==> config.mk <==
export PLATFORM = sky130hd
export DESIGN_NAME = updi_cmd_sequencer
export DESIGN_NICKNAME = d
export VERILOG_FILES = /design/src/rtl/updi_cmd_sequencer.sv
export SDC_FILE = /design/constraint.sdc
export NUM_CORES = 1
export LEC_CHECK = 0
export ABC_CLOCK_PERIOD_IN_PS = 3300
export BUFFER_PORTS_ARGS = -buffer_cell sky130_fd_sc_hd__buf_2
export CAP_MARGIN = 20
export CELL_PAD_IN_SITES_DETAIL_PLACEMENT = 1
export CELL_PAD_IN_SITES_GLOBAL_PLACEMENT = 2
export CORE_ASPECT_RATIO = 1.25
export CORE_UTILIZATION = 30
export DETAILED_ROUTE_END_ITERATION = 16
export PLACE_DENSITY_LB_ADDON = 0.1
export REMOVE_ABC_BUFFERS = 1
export SYNTH_ARGS = -nofsm -noshare
export SYNTH_HDL_FRONTEND = slang
export SYNTH_SLANG_ARGS = --single-unit
==> constraint.sdc <==
create_clock -name clk -period 3.3 [get_ports clk]
set_input_delay 0.33 -clock clk [delete_from_list [all_inputs] [get_ports clk]]
set_output_delay 0.33 -clock clk [all_outputs]
set_load 0.005 [all_outputs]
==> src/rtl/updi_cmd_sequencer.sv <==
// updi_cmd_sequencer: sends SYNC+instruction, checks echo, forwards response; UPDI_SEQ_AUTO_BREAK_EN adds double-break recovery
module updi_cmd_sequencer #(
  parameter int TIMEOUT_CLKS = 100000
) (
  input  logic        clk,
  input  logic        rst,
  input  logic        cmd_valid,
  output logic        cmd_ready,
  input  logic [31:0] cmd_tx_data,
  input  logic [1:0]  cmd_tx_len,
  input  logic [1:0]  cmd_rx_len,
  output logic [7:0]  rsp_data,
  output logic        rsp_valid,
  output logic        done,
  output logic        error,
  output logic [1:0]  err_code,
  output logic [7:0]  uart_tx_fifo_data_in,
  output logic        uart_tx_fifo_wr_en,
  input  logic        uart_tx_fifo_full,
  input  logic [7:0]  uart_rx_fifo_data_out,
  output logic        uart_rx_fifo_rd_en,
  input  logic        uart_rx_fifo_empty,
  input  logic        phy_error,
  output logic        double_break_start,
  input  logic        double_break_busy,
  input  logic        double_break_done
);
  localparam int CW = $clog2(TIMEOUT_CLKS + 1);
  localparam logic [CW-1:0] TLAST = CW'(TIMEOUT_CLKS - 1);
  typedef enum logic [2:0] {IDLE, SEND, ECHO, RESP, FIN
`ifdef UPDI_SEQ_AUTO_BREAK_EN
    , BREAK
`endif
  } state_t;
  state_t state_q, state_d;
  logic [31:0] tx_q, tx_d;
  logic [1:0] tx_len_q, tx_len_d, rx_len_q, rx_len_d, err_q, err_d, fail_code;
  logic [2:0] idx_q, idx_d, echo_last;
  logic [CW-1:0] cnt_q, cnt_d;
  logic done_q, done_d, brk_q, brk_d, pop, unused_in;
  logic [39:0] frame_sh;
  assign unused_in = double_break_busy ^ double_break_done;
  // frame byte 0 is SYNC, byte k is instruction byte k-1; used for both TX and echo compare
  assign frame_sh = {tx_q, 8'h55} >> {idx_q, 3'b000};
  assign echo_last = {1'b0, tx_len_q} + 3'd1;
  assign cmd_ready = state_q == IDLE;
  assign uart_tx_fifo_data_in = frame_sh[7:0];
  assign uart_tx_fifo_wr_en = state_q == SEND && !uart_tx_fifo_full;
  assign pop = (state_q == ECHO || state_q == RESP) && !uart_rx_fifo_empty;
  assign uart_rx_fifo_rd_en = pop;
  assign rsp_valid = pop && state_q == RESP && !phy_error;
  assign rsp_data = rsp_valid ? uart_rx_fifo_data_out : 8'h00;
  assign done = done_q;
  assign err_code = err_q;
  assign error = done_q && err_q != 2'b00;
  assign double_break_start = brk_q;
  assign fail_code = phy_error ? 2'b11
                   : (pop && state_q == ECHO && uart_rx_fifo_data_out != frame_sh[7:0]) ? 2'b01
                   : (!pop && cnt_q == TLAST) ? 2'b10 : 2'b00;
  always_comb begin
    state_d = state_q;
    tx_d = tx_q;
    tx_len_d = tx_len_q;
    rx_len_d = rx_len_q;
    err_d = err_q;
    idx_d = idx_q;
    cnt_d = cnt_q;
    case (state_q)
      IDLE: if (cmd_valid) begin
        state_d = SEND;
        tx_d = cmd_tx_data;
        tx_len_d = cmd_tx_len;
        rx_len_d = cmd_rx_len;
        err_d = 2'b00;
        idx_d = '0;
      end
      SEND: if (!uart_tx_fifo_full) begin
        idx_d = idx_q + 3'd1;
        if (idx_q == echo_last) begin
          state_d = ECHO;
          idx_d = '0;
          cnt_d = '0;
        end
      end
      ECHO, RESP: begin
        cnt_d = pop ? '0 : cnt_q + 1'b1;
        if (fail_code != 2'b00) begin
          err_d = fail_code;
`ifdef UPDI_SEQ_AUTO_BREAK_EN
          state_d = BREAK;
`else
          state_d = FIN;
`endif
        end else if (pop) begin
          idx_d = idx_q + 3'd1;
          if (state_q == ECHO && idx_q == echo_last) begin
            idx_d = '0;
            state_d = rx_len_q == 2'd0 ? FIN : RESP;
          end
          if (state_q == RESP && idx_q + 3'd1 == {1'b0, rx_len_q}) state_d = FIN;
        end
      end
`ifdef UPDI_SEQ_AUTO_BREAK_EN
      BREAK: if (double_break_done && !brk_q) state_d = FIN;
`endif
      FIN: state_d = IDLE;
      default: state_d = IDLE;
    endcase
    done_d = state_d == FIN;
`ifdef UPDI_SEQ_AUTO_BREAK_EN
    brk_d = state_d == BREAK && state_q != BREAK;
`else
    brk_d = 1'b0;
`endif
  end
  always_ff @(posedge clk) begin
    if (rst) begin
      state_q <= IDLE;
      tx_q <= '0;
      tx_len_q <= '0;
      rx_len_q <= '0;
      err_q <= '0;
      idx_q <= '0;
      cnt_q <= '0;
      done_q <= 1'b0;
      brk_q <= 1'b0;
    end else begin
      state_q <= state_d;
      tx_q <= tx_d;
      tx_len_q <= tx_len_d;
      rx_len_q <= rx_len_d;
      err_q <= err_d;
      idx_q <= idx_d;
      cnt_q <= cnt_d;
      done_q <= done_d;
      brk_q <= brk_d;
    end
  end
endmodule

; ---- Word-level counts from Yosys, hierarchy flattened
; Index checks and enable logic that the tools add are counted.
[totals]
in_bits = 52
ff_bits = 62
wordCells = 80
output_inout_bits = 25
[op_classes]
n_addsub = 3
n_eq_ne = 14
shifts = 1
n_mux = 27
n_reduce_logical = 27
[ops]
columns = op, n
row1 = $mux 17, 3
row2 = $mux 3, 14
row3 = $shr 40x6->8, 1
row4 = $pmux 17 s2, 1
row5 = $pmux 3 s3, 2
row6 = $add 17x1->17 const B, 1
row7 = $eq 17x17->1 const B, 1
row8 = $logic_and 1x1->1, 10
row9 = $mux 2, 5
row10 = $ne 2x2->1 const B, 5
row11 = $mux 8, 1
row12 = $ne 8x8->1, 1
row13 = $reduce_bool 2->1, 4
row14 = $eq 3x2->1 const B, 2
row15 = $reduce_and 3->1, 2
row16 = $reduce_and 5->1, 1
row17 = $logic_not 1->1, 4
row18 = $pmux 2 s2, 1
row19 = $add 2x1->3 const B, 1
row20 = $add 3x1->3 const B, 1
row21 = $eq 3x1->1 const B, 1
row22 = $eq 3x2->1, 1
row23 = $eq 3x3->1, 1
row24 = $eq 3x3->1 const B, 1
row25 = other kinds (7), 7

; ---- Logic depth before layout (Yosys ltp)
[logic_depth]
depth_word = 12
ltp_mapped = 10
ltp_nobuf = 8

; ---- Least setup slack after synthesis
; OpenSTA, ideal clock, no wires.
[synth_path]
path_type = reg-to-reg
from = reg state_q[1]
to = reg cnt_q[11]
synth_period_minus_slack_ns = 2.290
arrival_time_ns = 2.220
setup_ns = 0.070
path_stages_with_launch = 8
path_slack_ns = 1.010
cell_sequence = dfxtp_1 -> buf_6 -> or4b_4 -> o41ai_4 -> and3_4 -> nand2_4 -> or3_1 -> a21oi_1
[synth_between]
elab_chain_cells = 5
elab_cells_between_ends = 12
cone_classes = eq/ne: 5 / mux: 2 / reduce/logical: 5
[synth_rtl]
columns = element, line
row1 = from (decl), 35  ; state_t state_q, state_d;
row2 = from (signal assigned), 128  ; state_q <= state_d;
row3 = $eq 3x2->1, "49, 68"
row4 = $logic_or 1x1->1, 49  ; assign pop = (state_q == ECHO || state_q == RESP) && !uart_rx_fifo_empty;
row5 = $logic_and 1x1->1, 49
row6 = $mux 17, 86  ; cnt_d = pop ? '0 : cnt_q + 1'b1;
row7 = $pmux 17 s2, 68  ; case (state_q)
row8 = to (signal assigned), 134  ; cnt_q <= cnt_d;
row9 = to (decl), 39  ; logic [CW-1:0] cnt_q, cnt_d;
; Parallel ways exist; a longest one is shown, timed or not.
; A chain may end at the register's enable or synchronous reset.

; ---- Worst setup path after layout
[layout_path]
from = reg idx_q[1]
to = reg err_q[1] (netlist: err_code[1])
[layout_between]
elab_chain_cells = 8
elab_cells_between_ends = 10
cone_classes = eq/ne: 2 / shift: 1 / mux: 4 / reduce/logical: 3
[layout_rtl]
columns = element, line
row1 = from (decl), 38  ; logic [2:0] idx_q, idx_d, echo_last;
row2 = from (signal assigned), 133  ; idx_q <= idx_d;
row3 = $shr 40x6->8 *, 44  ; assign frame_sh = {tx_q, 8'h55} >> {idx_q, 3'b000};
row4 = $ne 8x8->1 *, 58  ; : (pop && state_q == ECHO && uart_rx_fifo_data_out != frame_sh[7:0]) ? 2'b01
row5 = $logic_and 1x1->1 *, 58
row6 = $mux 2 *, 58
row7 = $mux 2 *, 57  ; assign fail_code = phy_error ? 2'b11
row8 = $reduce_bool 2->1, 87  ; if (fail_code != 2'b00) begin
row9 = $ne 2x2->1 (no line), n/a
row10 = $reduce_and 3->1 (no line), n/a
row11 = to (signal assigned), 132  ; err_q <= err_d;
row12 = to (decl), 37  ; logic [1:0] tx_len_q, tx_len_d, rx_len_q, rx_len_d, err_q, err_d, fail_code;
; Mark *: on every way between the ends. The rest lies on a longest branch, timed or not. The select of a mux whose other input is x is not followed.

==> impl_metrics.env <==
export IMPL_htree_levels=3
export IMPL_clkTransAtPathRegs_ps=50
export IMPL_core_um2=10600
export IMPL_cap_violations=0
export IMPL_slowest_stage="dfxtp_1"
export IMPL_path_cells="mux2_2, a221o_1, xor2_1, nor2_1, o2111ai_1, o21ai_0, a31o_2"
export IMPL_portBuffers=73
export IMPL_placedCellCount=611
export IMPL_drive_gt1_share_pct=21.9
export IMPL_crit_path_end="err_code[1]"
export IMPL_holdBufCountCts=0
export IMPL_crit_path_max_fanout=9
export IMPL_fin_skew_ps=4.87
export IMPL_gp_congestion=0.766
export IMPL_routed_wl_um=9220
export IMPL_fp_row_count=42
export IMPL_cts_root_buf="clkbuf_16"
export IMPL_tns_ps=0
export IMPL_cp_end_kind="register"
export IMPL_worst_setup_path_start_kind="register"
export IMPL_drt_first_iter_violations=83
export IMPL_synthDistinctLibCells=58
export IMPL_p_per_area_nw_per_um2=463
export IMPL_gr_total_overflow=0
export IMPL_startpoint="idx_q[1]"
export IMPL_fin_crit_ps=2710
export IMPL_layout_common_cells="92 x nand2_1, 73 x buf_2, 62 x dfxtp_1"
export IMPL_antenna_found_initial=0
export IMPL_tightest_slew_ps=569
export IMPL_yosys_register_bits=62
export IMPL_post_layout_nonfiller_instances=626
export IMPL_vdd_ir_drop_max_mv=0.197
export IMPL_antennaDiodeCount=0
export IMPL_dieWidth_um=95.3
export IMPL_clock_fmax_ghz=0.369
export IMPL_wl_per_cell_um=14.7
export IMPL_grt_first_pass_wirelength_um=15400
export IMPL_cts_buffer_depth=2
export IMPL_utilization_pct=37.8
export IMPL_setup_violations=0
export IMPL_initial_core_util_pct=30.8
export IMPL_crit_type="register to register"
export IMPL_clk_insertion_delay_late_ps=320
export IMPL_slew_headroom_pct=62.0
export IMPL_hpwl_um=6810
export IMPL_hold_slack_ps=241
export IMPL_cp_arrival_ps=2980
export IMPL_dr_total_vias=3159
export IMPL_cts_tree="yes"
export IMPL_synthArstFlopShare_pct=0
export IMPL_nets=545
export IMPL_ant_nets=0
export IMPL_drv_slew=0
export IMPL_rr_endpoint="err_code[1]"
export IMPL_syn_to_final_growth_pct=22.8
export IMPL_cp_slowest_stage_delay_ps=560
export IMPL_synth_edff_count=0
export IMPL_p_leak_nw=1.63
export IMPL_cts_buffers=9
export IMPL_die_area_um2=11300
export IMPL_syn_avg_cell_area_um2=7.76
export IMPL_syn_area_um2=3270
export IMPL_hold_violations=0
export IMPL_reg2reg_slack_ps=590
export IMPL_cts_resized=0
export IMPL_layout_commonest_cell="nand2_1"
export IMPL_worst_r2r_startpoint="idx_q[1]"
export IMPL_syn_inst=421
export IMPL_firstDrtPassIters=4
export IMPL_die_height_um=119
export IMPL_vias_per_cell=5.05
export IMPL_seq_area_frac_synth_pct=38.0
export IMPL_cts_num_sinks=62
export IMPL_grt_pass1_vias=3156
export IMPL_postCtsSetupBuffers=0
export IMPL_cp_data_required_time_ps=3570
export IMPL_total_power_mw=1.86
export IMPL_grt_use_total_pct=17.6
export IMPL_synth_flop_cell="dfxtp_1"
export IMPL_drcViolationCount=0
export IMPL_ios=77
export IMPL_rsz0062_at_grt="false"
export IMPL_grt_start_max_net_pins=37
export IMPL_yosysWarnings=0
export IMPL_hold_path_class="primary input to register"
export IMPL_status="finished, final reports clean"
export IMPL_post_route_period_util_pct=82.0
export IMPL_r2r_cells=7
[layout make-up]
| class | count | area (um2) |
|---|---|---|
| fillers | 1308 | 6600 |
| multi-input cells | 321 | 1870 |
| flip-flops and latches | 62 | 1240 |
| repair buffers | 81 | 425 |
| clock buffers | 10 | 229 |
| well taps | 132 | 165 |
| inverters | 15 | 56.3 |
| clock inverters | 5 | 27.5 |
[critical path: cells and delay by family (launching register included)]
family	cells	cell delay (ps)
AOI/OAI and AO/OA	4	1380
DFF	1	560
muxes	1	390
and+or+nand+nor	1	160
xor gates and xnor gates	1	150
[routing by layer]
metal | vias to the layer above | share of wire (%) | routed length, um | GRT usage [%]
met1 | 1499 | 46 | 4260 | 21.7
met4 | 0 | 1.3 | 120 | 6.82
li1 | 1592 | - | - | -
met2 | 59 | 49 | 4480 | 29.6
met5 | - | 0 | 0 | 0
met3 | 9 | 4.0 | 365 | 3.54
[state kept, by name (all words and copies together) (netlist names)]
signal    count
tx_len_q      2
cnt_q        17
idx_q         3
tx_q         32
state_q       3
err_code      2
rx_len_q      2
done          1
[kinds of logic after synthesis]
| group | share of synthesized area [%] |
|---|---|
| XOR/XNOR | 5.90 |
| other | 0.115 |
| multiplexers | 2.26 |
| AND/OR/NAND/NOR | 28.2 |
| buffers and inverters | 4.86 |
| flip-flops | 38.0 |
| adder cells (fa/ha/maj) | 1.15 |
| AO/OA/AOI/OAI | 19.6 |
[power by group]
part | switching [mW] | total (mW) | internal [mW]
clock network | 0.331 | 0.828 | 0.498
logic | 0.129 | 0.221 | 0.0914
registers | 0.0263 | 0.807 | 0.781
total | 0.486 | 1.86 | 1.37
[how the worst min path moves through the flow]
stage | to | slack [ps] | start | cells past startpoint
CTS | tx_q[31] | 230 | cmd_tx_data[31] | 3
detailed placement | tx_q[0] | 450 | tx_q[0] | 2
global placement | tx_q[9] | 440 | tx_q[9] | 2
global route | tx_q[18] | 240 | cmd_tx_data[18] | 3
finish | tx_q[5] | 240 | cmd_tx_data[5] | 3
floorplan | rx_len_q[0] | 400 | rst | 1
[cell usage after synthesis, types with 4 or more instances]
cell type	number	area, um2
nor3_1	4	20.0
nor2_1	33	124
o21ai_0	14	70.1
and3_1	4	25.0
inv_1	15	56.3
nor2b_1	6	37.5
nand4_1	4	25.0
xor2_1	16	140
or3_1	4	25.0
mux2i_1	4	40.0
dfxtp_1	62	1240
a31oi_1	4	25.0
nand3_1	5	25.0
a221o_1	4	40.0
xnor2_1	6	52.6
and2_1	12	75.1
nand2b_1	11	68.8
clkbuf_1	14	52.6
buf_2	4	20.0
a21oi_1	44	220
nand2_1	92	345
[stage by stage]
step                setup slack [ps]  area (um2)
floorplan                        725        3160
global placement                 603        3750
detailed placement               606        3750
CTS                              591        4010
global route                     325        4010
finish                           593        4010
No activity file was read; power rests on OpenSTA's default activity.
